==> src/rtl/two_phase_latch_clkgen.sv <==
// two_phase_latch_clkgen
//   Derives two non-overlapping latch-enable phases (phi1/phi2) from the
//   system clock. Each period is PHI1 (H cycles) -> GAP1 (G cycles) ->
//   PHI2 (H cycles) -> GAP2 (G cycles). Both H and G are programmable, and
//   a zero request is treated as 1.
//
// Ports
//   clk          system clock; all state changes on posedge
//   rst          synchronous reset, active-high
//   en           run request; a started period always runs to completion
//   high_cycles  requested phase-high width (0 is treated as 1)
//   gap_cycles   requested dead-time between phases (0 is treated as 1)
//   phi1, phi2   registered latch enables, never high together
//   busy         high whenever the FSM is not idle
//   period_done  single-cycle pulse on the last GAP2 cycle of each period
//   period_cnt   number of completed periods, wraps modulo 2^PCNT_W
module two_phase_latch_clkgen #(
  parameter int CNT_W  = 8,
  parameter int PCNT_W = 16
) (
  input  logic              clk,
  input  logic              rst,
  input  logic              en,
  input  logic [CNT_W-1:0]  high_cycles,
  input  logic [CNT_W-1:0]  gap_cycles,
  output logic              phi1,
  output logic              phi2,
  output logic              busy,
  output logic              period_done,
  output logic [PCNT_W-1:0] period_cnt
);

  typedef enum logic [2:0] {
    IDLE = 3'd0,
    PHI1 = 3'd1,
    GAP1 = 3'd2,
    PHI2 = 3'd3,
    GAP2 = 3'd4
  } state_t;

  state_t             state_reg, state_next;
  logic [CNT_W-1:0]   cnt_reg, cnt_next;
  logic [CNT_W-1:0]   h_reg, h_next;
  logic [CNT_W-1:0]   g_reg, g_next;
  logic               phi1_reg, phi1_next;
  logic               phi2_reg, phi2_next;
  logic               busy_reg, busy_next;
  logic               done_reg, done_next;
  logic [PCNT_W-1:0]  pcnt_reg, pcnt_next;

  // Zero requests are promoted to one cycle so a phase or gap is never empty.
  logic [CNT_W-1:0]   h_eff, g_eff;
  assign h_eff = (high_cycles == '0) ? CNT_W'(1) : high_cycles;
  assign g_eff = (gap_cycles  == '0) ? CNT_W'(1) : gap_cycles;

  always_ff @(posedge clk) begin
    if (rst) begin
      state_reg <= IDLE;
      cnt_reg   <= '0;
      h_reg     <= CNT_W'(1);
      g_reg     <= CNT_W'(1);
      phi1_reg  <= 1'b0;
      phi2_reg  <= 1'b0;
      busy_reg  <= 1'b0;
      done_reg  <= 1'b0;
      pcnt_reg  <= '0;
    end else begin
      state_reg <= state_next;
      cnt_reg   <= cnt_next;
      h_reg     <= h_next;
      g_reg     <= g_next;
      phi1_reg  <= phi1_next;
      phi2_reg  <= phi2_next;
      busy_reg  <= busy_next;
      done_reg  <= done_next;
      pcnt_reg  <= pcnt_next;
    end
  end

  // cnt_reg holds the number of cycles remaining in the current state minus
  // one. Every output is computed for the cycle after the edge, so the
  // outputs leave the flops already aligned with the state they describe.
  always_comb begin
    state_next = state_reg;
    cnt_next   = cnt_reg;
    h_next     = h_reg;
    g_next     = g_reg;
    phi1_next  = phi1_reg;
    phi2_next  = phi2_reg;
    done_next  = 1'b0;
    pcnt_next  = pcnt_reg;

    case (state_reg)
      IDLE: begin
        phi1_next = 1'b0;
        phi2_next = 1'b0;
        if (en) begin
          state_next = PHI1;
          h_next     = h_eff;
          g_next     = g_eff;
          cnt_next   = h_eff - CNT_W'(1);
          phi1_next  = 1'b1;
        end
      end
      PHI1: begin
        if (cnt_reg == '0) begin
          state_next = GAP1;
          cnt_next   = g_reg - CNT_W'(1);
          phi1_next  = 1'b0;
        end else begin
          cnt_next = cnt_reg - CNT_W'(1);
        end
      end
      GAP1: begin
        if (cnt_reg == '0) begin
          state_next = PHI2;
          cnt_next   = h_reg - CNT_W'(1);
          phi2_next  = 1'b1;
        end else begin
          cnt_next = cnt_reg - CNT_W'(1);
        end
      end
      PHI2: begin
        if (cnt_reg == '0) begin
          state_next = GAP2;
          cnt_next   = g_reg - CNT_W'(1);
          phi2_next  = 1'b0;
          // A one-cycle gap makes the first GAP2 cycle also the last one.
          done_next  = (g_reg == CNT_W'(1));
        end else begin
          cnt_next = cnt_reg - CNT_W'(1);
        end
      end
      GAP2: begin
        if (cnt_reg == '0) begin
          pcnt_next = pcnt_reg + PCNT_W'(1);
          if (en) begin
            state_next = PHI1;
            h_next     = h_eff;
            g_next     = g_eff;
            cnt_next   = h_eff - CNT_W'(1);
            phi1_next  = 1'b1;
          end else begin
            state_next = IDLE;
            cnt_next   = '0;
          end
        end else begin
          cnt_next  = cnt_reg - CNT_W'(1);
          done_next = (cnt_reg == CNT_W'(1));
        end
      end
      default: begin
        state_next = IDLE;
        cnt_next   = '0;
        phi1_next  = 1'b0;
        phi2_next  = 1'b0;
      end
    endcase

    busy_next = (state_next != IDLE);
  end

  assign phi1        = phi1_reg;
  assign phi2        = phi2_reg;
  assign busy        = busy_reg;
  assign period_done = done_reg;
  assign period_cnt  = pcnt_reg;

endmodule

==> config.mk <==
export PLATFORM = sky130hd
export DESIGN_NAME = two_phase_latch_clkgen
export DESIGN_NICKNAME = d
export VERILOG_FILES = /design/src/rtl/two_phase_latch_clkgen.sv
export SDC_FILE = /design/constraint.sdc
export NUM_CORES = 1
export LEC_CHECK = 0
export CORE_MARGIN = 1.5
export CORE_UTILIZATION = 57
export CTS_BUF_LIST = sky130_fd_sc_hd__clkbuf_4
export DETAILED_ROUTE_END_ITERATION = 8
export GPL_TIMING_DRIVEN = 0
export PLACE_DENSITY = 0.82
export SLEW_MARGIN = 15
export SYNTH_ARGS = -nofsm -noshare
export SYNTH_HDL_FRONTEND = slang
export SYNTH_SLANG_ARGS = --single-unit
==> constraint.sdc <==
create_clock -name clk -period 2.8 [get_ports clk]
set_input_delay 0.56 -clock clk [delete_from_list [all_inputs] [get_ports clk]]
set_output_delay 0.56 -clock clk [all_outputs]
set_load 0.03 [all_outputs]
==> run summary <==
RUN STATUS
--------------------------------------------------------------------------------
Outcome                                                             finished, final reports clean

YOSYS
--------------------------------------------------------------------------------
Main combinational cell family by area after synthesis              simple AND/OR/NAND/NOR gates
Post-synth ARST share                                                         0%
Most area-consuming cells after synthesis                           sky130_fd_sc_hd__dfxtp_1, sky130_fd_sc_hd__nand2_1, sky130_fd_sc_hd__a21oi_1, sky130_fd_sc_hd__xnor2_1, sky130_fd_sc_hd__nor2_1
Fraction of synthesized cell area taken by the top area cell type         31.57%
Nets in the synthesized netlist                                              415
Sequential area share after synthesis                                     31.57%
Area share of and/or/nand/nor cells after synthesis                       30.48%
YS warnings                                                                    0
Synthesis-stage register bit count                                            47
Leading register cell type out of synthesis                         sky130_fd_sc_hd__dfxtp_1
Adder-cell share of the synthesized area                                  3.359%
Synthesized area                                                       2980 um^2
Count of flip-flops with a built-in enable after synthesis                     0
Average cell area after synthesis                                     7.681 um^2
Dominant cell type by area after synthesis                          sky130_fd_sc_hd__dfxtp_1
Share of the synthesized area in compound gates (AO/OA/AOI/OAI)           21.24%
Distinct cell type count after synthesis                                      62
Share of cell area taken by muxes after synthesis                         1.050%
Area share of xor/xnor cells in the synthesized design                    7.641%
Mapped Cells                                                                 388

GLOBAL ROUTING
--------------------------------------------------------------------------------
Number of antenna violations at the first check in global routing              0
Wire length of the first global-routing pass                            13.93 mm
GRT Resource Usage Total                                                  32.64%
Via count of the first global-routing pass                                  2842
Total congestion overflow after global routing                                 0
Maximum number of pins on one net before global-route repair                  17

TIMING
--------------------------------------------------------------------------------
Final cycle utilization of the critical path                              95.24%
Largest clock skew in the final design                                0.01001 ns
Total of endpoints with negative setup slack in the final report               0
Hold violation count in the final report                                       0
Final Worst Setup Slack                                                0.1334 ns
Slew margin rel.                                                          55.85%
Transition at the pin with the smallest max-transition slack           0.6567 ns
RSZ-0062 raised after global routing                                       false
Worst hold slack                                                       0.4696 ns
Peak clock frequency supported by timing                              0.3750 GHz
Minimum period implied by the final worst setup slack                   2.667 ns
Number of pins with negative max-slew slack in the final report                0

CLOCKING
--------------------------------------------------------------------------------
Clk pin slew, worst setup/hold paths                                     0.16 ns
Clock latency on the worst-skew pair                                     0.38 ns
Number of buffers on the longest clock path                                    2
CTS tree                                                                   built
Total clock buffers created by CTS                                             5
Clk root buf                                                        sky130_fd_sc_hd__clkbuf_4
Number of clock sinks                                                         47
CTS HTree Levels                                                               2
CTS Hold Buffers Added                                                         0

DIE
--------------------------------------------------------------------------------
Floorplan row count                                                           26
Die Ht                                                                  75.31 um
Die width                                                               75.31 um
Core box area                                                          5075 um^2
Initial Utilization                                                       58.73%
Number of primary I/O pins                                                    39
Area of the die                                                        5672 um^2

PLACEMENT
--------------------------------------------------------------------------------
HPWL reported at the end of detailed placement                          6.494 mm
Port Buf Inserts                                                              36
Post-DP Area                                                           3428 um^2
Final RePlAce weighted congestion                                         0.9518
Post-Place Setup Slack                                                -0.4258 ns

FINISH
--------------------------------------------------------------------------------
Number of fillers in the final layout                                        440
Finished Cell Area                                                     3562 um^2
Share of post-route cells with drive strength above 1                     5.556%
NumNets Final                                                                458
Final antenna diode count                                                      0
Area overhead of the layout relative to synthesis                         19.52%
Number of flip-flops under the largest register name                          16

FLOW RUN
--------------------------------------------------------------------------------
Max Cap Viol                                                                   0

DETAILED ROUTING
--------------------------------------------------------------------------------
First-pass DRT Iterations                                                      5
Vias per std cell                                                          6.371
Vias                                                                        3198
Post-detailed-route wirelength per cell                                 17.37 um
DRC                                                                            0
Post-detailed-route count of antenna-violating nets                            0
Starting DRC count in detailed routing                                       236
Post-detailed-routing wire length                                       8.718 mm

POWER AND IR DROP
--------------------------------------------------------------------------------
Flop pwr share                                                             34.2%
Clock network power share                                                  21.1%
Pwr per Cell Area                                                   717.6 nW/um^2
Comb power frac                                                            44.7%
Reported net switching power                                          0.001097 W
Leakage power summed over all cells                                     1.249 nW
Worst IR Drop VDD                                                       335.1 uV
Internal Dissipation                                                  0.001459 W
Switching fraction of total power                                         42.93%

SETUP PATH
--------------------------------------------------------------------------------
Sort of element at the start of the critical path                      input pin
CP Class                                                               in -> reg
Crit path from                                                      high_cycles[2]
Data required, critical path                                             3.05 ns
Worst reg2reg path startpoint                                         cnt_reg[3]
Endpoint type of the worst setup path                                   register
Critical Path Fanout Max                                                       7
WP data arrival                                                          2.91 ns

WORST HOLD PATH
--------------------------------------------------------------------------------
Worst hold path class                                                 reg -> reg
Worst Hold Launch                                                       h_reg[7]

## what timing repair did
action / CTS / global route
setup endpoints to repair: 1 / 4
resized for setup: 1 / 3
pin swaps: 0 / 0
buffers inserted: 0 / 0
## per-stage QoR
| stage | utilization (%) | power, W | std cells | setup TNS, ns |
|---|---|---|---|---|
| 4_1_cts | 69.82 | 0.002522 | 502 | 0 |
| 2_1_floorplan | - | 0.001680 | 388 | 0 |
| 6_report | 70.19 | 0.002556 | 502 | 0 |
| 5_1_grt | 70.19 | 0.002694 | 502 | 0 |
| 3_5_place_dp | 67.55 | 0.001986 | 494 | -1.236 |
| 3_3_place_gp | 67.55 | 0.001977 | 494 | -1.496 |
## synth_stat cells, drive strengths merged (2+ instances only)
cell and instances:
xnor2 15, xor2 11, a21oi 31, nand2b 3
ha 8, nand2 52, a32o 2, and3 6
nor3b 5, or3 4, buf 5, or4 8
and4 4, o211ai 4, o31ai 7, clkbuf 17
a31oi 4, a32oi 2, o21ai 17, nor2 32
a22oi 2, a31o 2, nor4 8, o32a 2
or2 2, nor3 21, dfxtp 47, a211oi 3
nand3 10, nor2b 5, mux2i 2, nand4 9
o21bai 2, inv 14
## layout make-up
type	count	area (um^2)	share of cell area, %
Clock buffer	5	37.54	1.054
Inverter	14	52.55	1.475
Clock inverter	3	71.32	2.002
Multi-Input combinational cell	305	1926	54.06
Tap cell	70	87.58	2.459
Timing Repair Buffer	36	360.3	10.12
Sequential cell	47	940.9	26.41
Buffer	22	86.33	2.424
## cell usage in the layout, fill, tap and decap left out, types with 4 or more instances in the layout
cell,instances
sky130_fd_sc_hd__nand2_1,52
sky130_fd_sc_hd__dfxtp_1,47
sky130_fd_sc_hd__clkdlybuf4s50_1,36
sky130_fd_sc_hd__nor2_1,32
sky130_fd_sc_hd__a21oi_1,30
sky130_fd_sc_hd__nor3_1,20
sky130_fd_sc_hd__clkbuf_1,17
sky130_fd_sc_hd__o21ai_0,17
sky130_fd_sc_hd__xnor2_1,15
sky130_fd_sc_hd__inv_1,14
sky130_fd_sc_hd__xor2_1,11
sky130_fd_sc_hd__nand3_1,9
sky130_fd_sc_hd__nand4_1,9
sky130_fd_sc_hd__or4_1,8
sky130_fd_sc_hd__ha_1,8
sky130_fd_sc_hd__o31ai_1,6
sky130_fd_sc_hd__and3_1,6
sky130_fd_sc_hd__nor3b_1,5
sky130_fd_sc_hd__nor2b_1,5
sky130_fd_sc_hd__nor4_1,5
sky130_fd_sc_hd__clkbuf_4,5
sky130_fd_sc_hd__o211ai_1,4
sky130_fd_sc_hd__or3_1,4
sky130_fd_sc_hd__and4_1,4
## worst max-delay path: stages
cell                              delay [ns]
sky130_fd_sc_hd__clkdlybuf4s50_1        0.57
sky130_fd_sc_hd__nor4_4                 0.41
sky130_fd_sc_hd__a31oi_2                0.24
sky130_fd_sc_hd__ha_1                   0.32
sky130_fd_sc_hd__nor2_1                 0.11
sky130_fd_sc_hd__a21oi_1                0.07
sky130_fd_sc_hd__o311a_1                0.17
sky130_fd_sc_hd__o31ai_1                0.28
sky130_fd_sc_hd__o311ai_0               0.18
## cells by family (layout without fill, tap and decap cells)
family / count (synthesis) / count (layout)
buf+inv: 36 / 80
fa+ha+maj: 8 / 8
mux: 3 / 3
flops: 47 / 47
compound gates: 94 / 94
xor+xnor: 26 / 26
simple gates: 174 / 174
## per-layer routing
metal,track usage [%],wire length (um),vias to the layer above
li1,-,-,1505
met1,44.14,3892,1531
met2,51.56,3969,146
met3,7.143,691,16
met4,11.51,165,0
met5,0,0,-
## power by group through the flow
| stage | combinational (W) | clock (W) | sequential, W |
|---|---|---|---|
| after floorplan | 0.000815 | 0 | 0.000866 |
| after global placement | 0.00109 | 0 | 0.000882 |
| after detailed placement | 0.00110 | 0 | 0.000885 |
| after CTS | 0.00111 | 0.000537 | 0.000870 |
| after global routing | 0.00124 | 0.000565 | 0.000886 |
| final | 0.00114 | 0.000540 | 0.000873 |
## path summary, 6_finish.rpt
check / end / slack, ns / cells after the start
worst max-delay path: cnt_reg[6] / 0.13 / 9
worst min-delay path: h_reg[7] / 0.47 / 2
worst max register to register: cnt_reg[5] / 0.30 / 7
worst min register to register: h_reg[7] / 0.47 / 2
No activity file was read; power rests on OpenSTA's default activity.
==> variant 1, RTL diff (same flow settings) <==
`CNT_W`: 8 -> 6.
--- a/src/rtl/two_phase_latch_clkgen.sv
+++ b/src/rtl/two_phase_latch_clkgen.sv
@@ -15,7 +15,7 @@
 //   period_done  single-cycle pulse on the last GAP2 cycle of each period
 //   period_cnt   number of completed periods, wraps modulo 2^PCNT_W
 module two_phase_latch_clkgen #(
-  parameter int CNT_W  = 8,
+  parameter int CNT_W  = 6,
   parameter int PCNT_W = 16
 ) (
   input  logic              clk,
Ports: changed (resized gap_cycles and high_cycles); port bits go from 39 to 35. The function was not compared with the original's and may differ.
==> variant 1 against the unedited design <==
- power decreased by 11%
- global-route usage decreased by 5.1 points
- clock power decreased by 28%
- setup slack improved by 0.013 ns
- wire length decreased by 33%
- maximum frequency increased by 0.48%
- hold slack improved by 0.018 ns
- sequential cell count decreased by 6
- utilization increased by 1.7 points
- cell count decreased by 21%
- cell area decreased by 19%
- synthesized area decreased by 19%
- sequential power decreased by 12%
==> variant 1: results (changes against the unedited design) <==
Run status
  • Status: finished clean

Min path
  • WHS Endpoint: h_reg[5]$_SDFFE_PP0P_
  • HP Class: flop to flop
  • Hold_sp: h_reg[5]$_SDFFE_PP0P_
  • Hold depth: 2 (unchanged)

Timing
  • Clock Skew: 0.0114 ns (+0.00141 ns)
  • Relative max-transition margin: 57.9% (+2.0 points)
  • TNS Setup: 0 ns (unchanged)
  • Fin crit share: 94.8% (-0.45 points)
  • Final hold slack: 0.487 ns (+0.0176 ns)

Clock tree
  • Clock Pin Slew Worst Setup and Hold Paths: 0.13 ns (-0.03 ns)
  • CTS root buf: clkbuf_4
  • CTS H-tree lvls: 2 (unchanged)
  • Post-cts resize count: 0 (-1)
  • Worst-Skew Late Latency: 0.37 ns
  • Post-CTS setup buffer count: 0 (unchanged)
  • Total CTS buffers: 5 (unchanged)
  • CTS max path bufs: 2 (unchanged)

Setup path
  • Reg-to-Reg Start: cnt_reg[0]$_SDFFE_PP0P_
  • Crit path arrival time: 2.92 ns (about the same)
  • Crit path from: high_cycles[2]
  • Reg2Reg Depth: 6 (-1)
  • R2r setup slk: 0.55 ns (+0.25 ns)
  • CP max-delay cell: clkdlybuf4s50_1
  • Max incr delay on CP: 0.57 ns (about the same)
  • Critical Path Sink: cnt_reg[4]$_SDFFE_PP0P_
  • Cell family with most CP delay: compound AO/OA/AOI/OAI gates
  • Critical path peak fanout: 5 (-2)

Pwr
  • Leak: 1.05 nW (-16%)
  • Peak VDD IR: 0.527 mV (+57%)

Yosys
  • Synth async-reset ratio: 0% (unchanged)
  • Post-synth top cells: dfxtp_1 (41), nand2_1 (35), nor2_1 (31), a21oi_1 (28), nor3_1 (19)
  • Cell count after synthesis: 303 (-22%)
  • Yosys cell types: 60 (-3.2%)
  • Syn nets: 325 (-22%)
  • Yosys warning total: 0 (unchanged)
  • Top cells by area, synth: dfxtp_1 (34%), a21oi_1 (5.8%), xnor2_1 (5.8%), nand2_1 (5.4%), nor2_1 (4.8%)
  • Register area share after synthesis: 34.0% (+2.4 points)

Placed design
  • Placed insts: 387 (-22%)
  • Post-DP HPWL: 4360 um (-33%)
  • DP Worst Slack: -0.150 ns (+0.275 ns)
  • PortBufs: 34 (-5.6%)
  • DP Area: 0.00282 sq mm (-18%)
  • Placer Congestion: 1.00 (+5.6%)

Layout
  • # fillers: 356 (-19%)
  • Max reg flops: 16 (unchanged)
  • Post-layout nets: 366 (-20%)
  • Share of cells above drive strength 1: 7.54% (+2.0 points)

Routing
  • DR vias/cell: 5.92 (-7.1%)
  • 1st-iter DRT viols: 250 (+5.9%)
  • Vias: 2338 (-27%)
  • Drt first pass iters: 6 (+1)
  • Wirelength, routed: 5860 um (-33%)

Global routing
  • Vias in the first global route: 2069 (-27%)
  • Global-route wire length before repair: 9530 um (-32%)
  • Total track usage: 27.6% (-5.1 points)
  • Largest net degree at the start of global routing: 14 (-3)
## variant 1: cell count changes in the layout (fill, tap and decap cells not counted), moves of 3 or more
cell / before / now
and4_1: 4 / 1
clkbuf_1: 17 / 4
dfxtp_1: 47 / 41
nand2_1: 52 / 35
nand4_1: 9 / 3
nor2b_1: 5 / 2
o211ai_1: 4 / 1
o21ai_0: 17 / 10
o31ai_1: 6 / 2
or4_1: 8 / 1
xor2_1: 11 / 7
## variant 1: final cells by class
| class | instances | area [sq um] | share of cell area (%) |
|---|---|---|---|
| plain buffers | 14 | 70.1 | 2.42 |
| clock buffers | 5 | 37.5 | 1.30 |
| clock inverters | 3 | 41.3 | 1.43 |
| inverters | 13 | 48.8 | 1.68 |
| multi-input cells | 235 | 1480 | 50.9 |
| flip-flops and latches | 41 | 821 | 28.3 |
| well taps | 50 | 62.6 | 2.16 |
| repair buffers | 34 | 340 | 11.7 |
## variant 1: metrics by stage
step	utilization [%]	total power, mW
2_1_floorplan	-	1.60
3_3_place_gp	69.9	1.86
3_5_place_dp	69.9	1.87
4_1_cts	71.9	2.25
5_1_grt	71.9	2.43
6_report	71.9	2.28
## variant 1: cell families after synthesis
logic type      share of synthesized area [%]
compound gates                           18.9
xor+xnor                                 8.34
flops                                    34.0
buf+inv                                  4.92
fa+ha+maj                                3.63
mux                                      1.71
simple gates                             28.5
## variant 1: routing by layer
metal	track usage (%)	vias to the layer above	wire length (um)
li1	-	1162	-
met1	37.0	1063	2650
met2	42.4	104	2710
met3	8.88	9	416
met4	7.50	0	93
met5	0	-	0
## variant 1: power breakdown
group	switching (mW)	internal, mW
sequential	0.0927	0.672
clock	0.205	0.185
combinational	0.686	0.436
total	0.983	1.29
==> variant 2, RTL diff (config.mk and constraints unchanged) <==
Without the edit above. Register the output `period_cnt` once more, without a reset; this adds one clock of latency there. The other outputs are not delayed to match.
--- a/src/rtl/two_phase_latch_clkgen.sv
+++ b/src/rtl/two_phase_latch_clkgen.sv
@@ -164,7 +164,9 @@
   assign phi2        = phi2_reg;
   assign busy        = busy_reg;
   assign period_done = done_reg;
-  assign period_cnt  = pcnt_reg;
+  always_ff @(posedge clk) begin
+    period_cnt <= pcnt_reg;
+  end
 
 endmodule
 
Function: changed (a bounded check fails within 10 cycles, from zero or initial values and one cycle with rst high).
==> variant 2 against the unedited design <==
- count of clock-buffer cells in the layout up 4
- setup slack worse by 0.078 ns
- cell area increased by 9.3%
- cell count grew 4.0%
- hold slack got worse by 0.091 ns
- largest power group unchanged
- synthesized area rose by 11%
- sequential cell count is 16 higher
- non-clock buffer count is 2 lower
- wire length decreased by 2.9%
- clock power is 14% higher
- power is 27% higher
==> variant 2: results (changes against the unedited design) <==
Run status
  • Status: finished clean

Clock tree
  • CTS H-tree lvls: 3 (+1)
  • Clock Pin Slew Worst Setup and Hold Paths: 0.11 ns (-0.05 ns)
  • Total CTS buffers: 9 (+4)
  • Worst-Skew Late Latency: 0.42 ns (+0.04 ns)

Global routing
  • Vias in the first global route: 2891 (+1.7%)
  • Total track usage: 28.5% (-4.1 points)
  • Met2 global-route usage: 44.9% (-6.7 points)
  • Met1 Usage GRT: 38.9% (-5.2 points)
  • Global-route wire length before repair: 13900 um (-0.15%)
  • Met3 Resource Use GR: 5.75% (-1.4 points)
  • Largest net degree at the start of global routing: 12 (-5)

Routing
  • Met2 WL: 3900 um (-1.9%)
  • DR vias/cell: 6.07 (-4.8%)
  • WL/cell: 16.2 um (-6.6%)
  • Met3 Routed Length: 593 um (-14%)
  • 1st-iter DRT viols: 348 (+47%)
  • Metal1 wirelength: 3850 um (-1.1%)

Placed design
  • Post-DP HPWL: 6120 um (-5.8%)
  • Placer Congestion: 0.960 (+0.89%)
  • DP Worst Slack: -0.490 ns (-0.0645 ns)

Yosys
  • Register area share after synthesis: 38.3% (+6.7 points)
  • Compound-Gate Fraction of Synth Area: 19.4% (-1.9 points)
  • Syn nets: 426 (+2.7%)
  • Synth Area in Adders: 3.04% (-0.32 points)
  • Multiplexer share of the synthesized area: 0.645% (-0.40 points)
  • Post-synth top cells: dfxtp_1 (63), nand2_1 (47), nor2_1 (37), a21oi_1 (32), xnor2_1 (20)
  • Yosys cell types: 66 (+6.5%)

Layout
  • Share of cells above drive strength 1: 9.78% (+4.2 points)
  • Area Growth Syn to Fin: 18.1%

Pwr
  • Peak VDD IR: 0.511 mV (+52%)
  • Leak: 1.39 nW (+11%)

Timing
  • Clock Skew: 0.0140 ns (+0.00401 ns)
  • Relative max-transition margin: 59.6% (+3.8 points)

Setup path
  • Max incr delay on CP: 0.61 ns (+0.04 ns)
variant 2: cell count changes in the layout (fill, tap and decap cells not counted), moves of 5 or more:
cell	delta
dfxtp_1	+16
nor3_1	-8
o21ai_0	-8
o21ai_1	+8
and3_1	-6
nand2_1	-5
nand4_1	-5
nor2_1	+5
xnor2_1	+5
variant 2: final timing paths:
check	from	endpoint	slack [ns]
setup / recovery	high_cycles[2]	cnt_reg[6]$_SDFFE_PP0P_	0.06
hold reg to reg	pcnt_reg[15]$_SDFFE_PP0P_	period_cnt[15]$_DFF_P_	0.38
setup reg to reg	cnt_reg[0]$_SDFFE_PP0P_	h_reg[7]$_SDFFE_PP0P_	0.22
hold / removal	pcnt_reg[15]$_SDFFE_PP0P_	period_cnt[15]$_DFF_P_	0.38
variant 2: final cells by class:
| class | instances | share of cell area [%] |
|---|---|---|
| buffer | 21 | 2.51 |
| clock buffer | 9 | 1.74 |
| clock inverter | 7 | 1.61 |
| inverter | 18 | 1.74 |
| multi-input combinational | 297 | 48.7 |
| sequential | 63 | 32.4 |
| tap | 72 | 2.31 |
| timing repair buffer | 35 | 9.00 |
variant 2: metrics by stage:
step / cells / setup TNS (ns) / total power, mW
floorplan: 399 / 0 / 2.23
global placement: 506 / -0.953 / 2.58
detailed placement: 506 / -0.923 / 2.60
CTS: 522 / 0 / 3.21
global route: 522 / 0 / 3.43
finish: 522 / 0 / 3.25
variant 2: power by group:
group,switching (mW),leakage (nW),internal (mW)
clock,0.349,0.0688,0.265
combinational,0.905,0.804,0.588
sequential,0.135,0.513,1.01
total,1.39,1.39,1.86
variant 2: logic make-up after synthesis:
logic type / after synthesis
mux: 2
compound gates: 97
fa+ha+maj: 8
buf+inv: 39
flops: 63
simple gates: 162
xor+xnor: 28
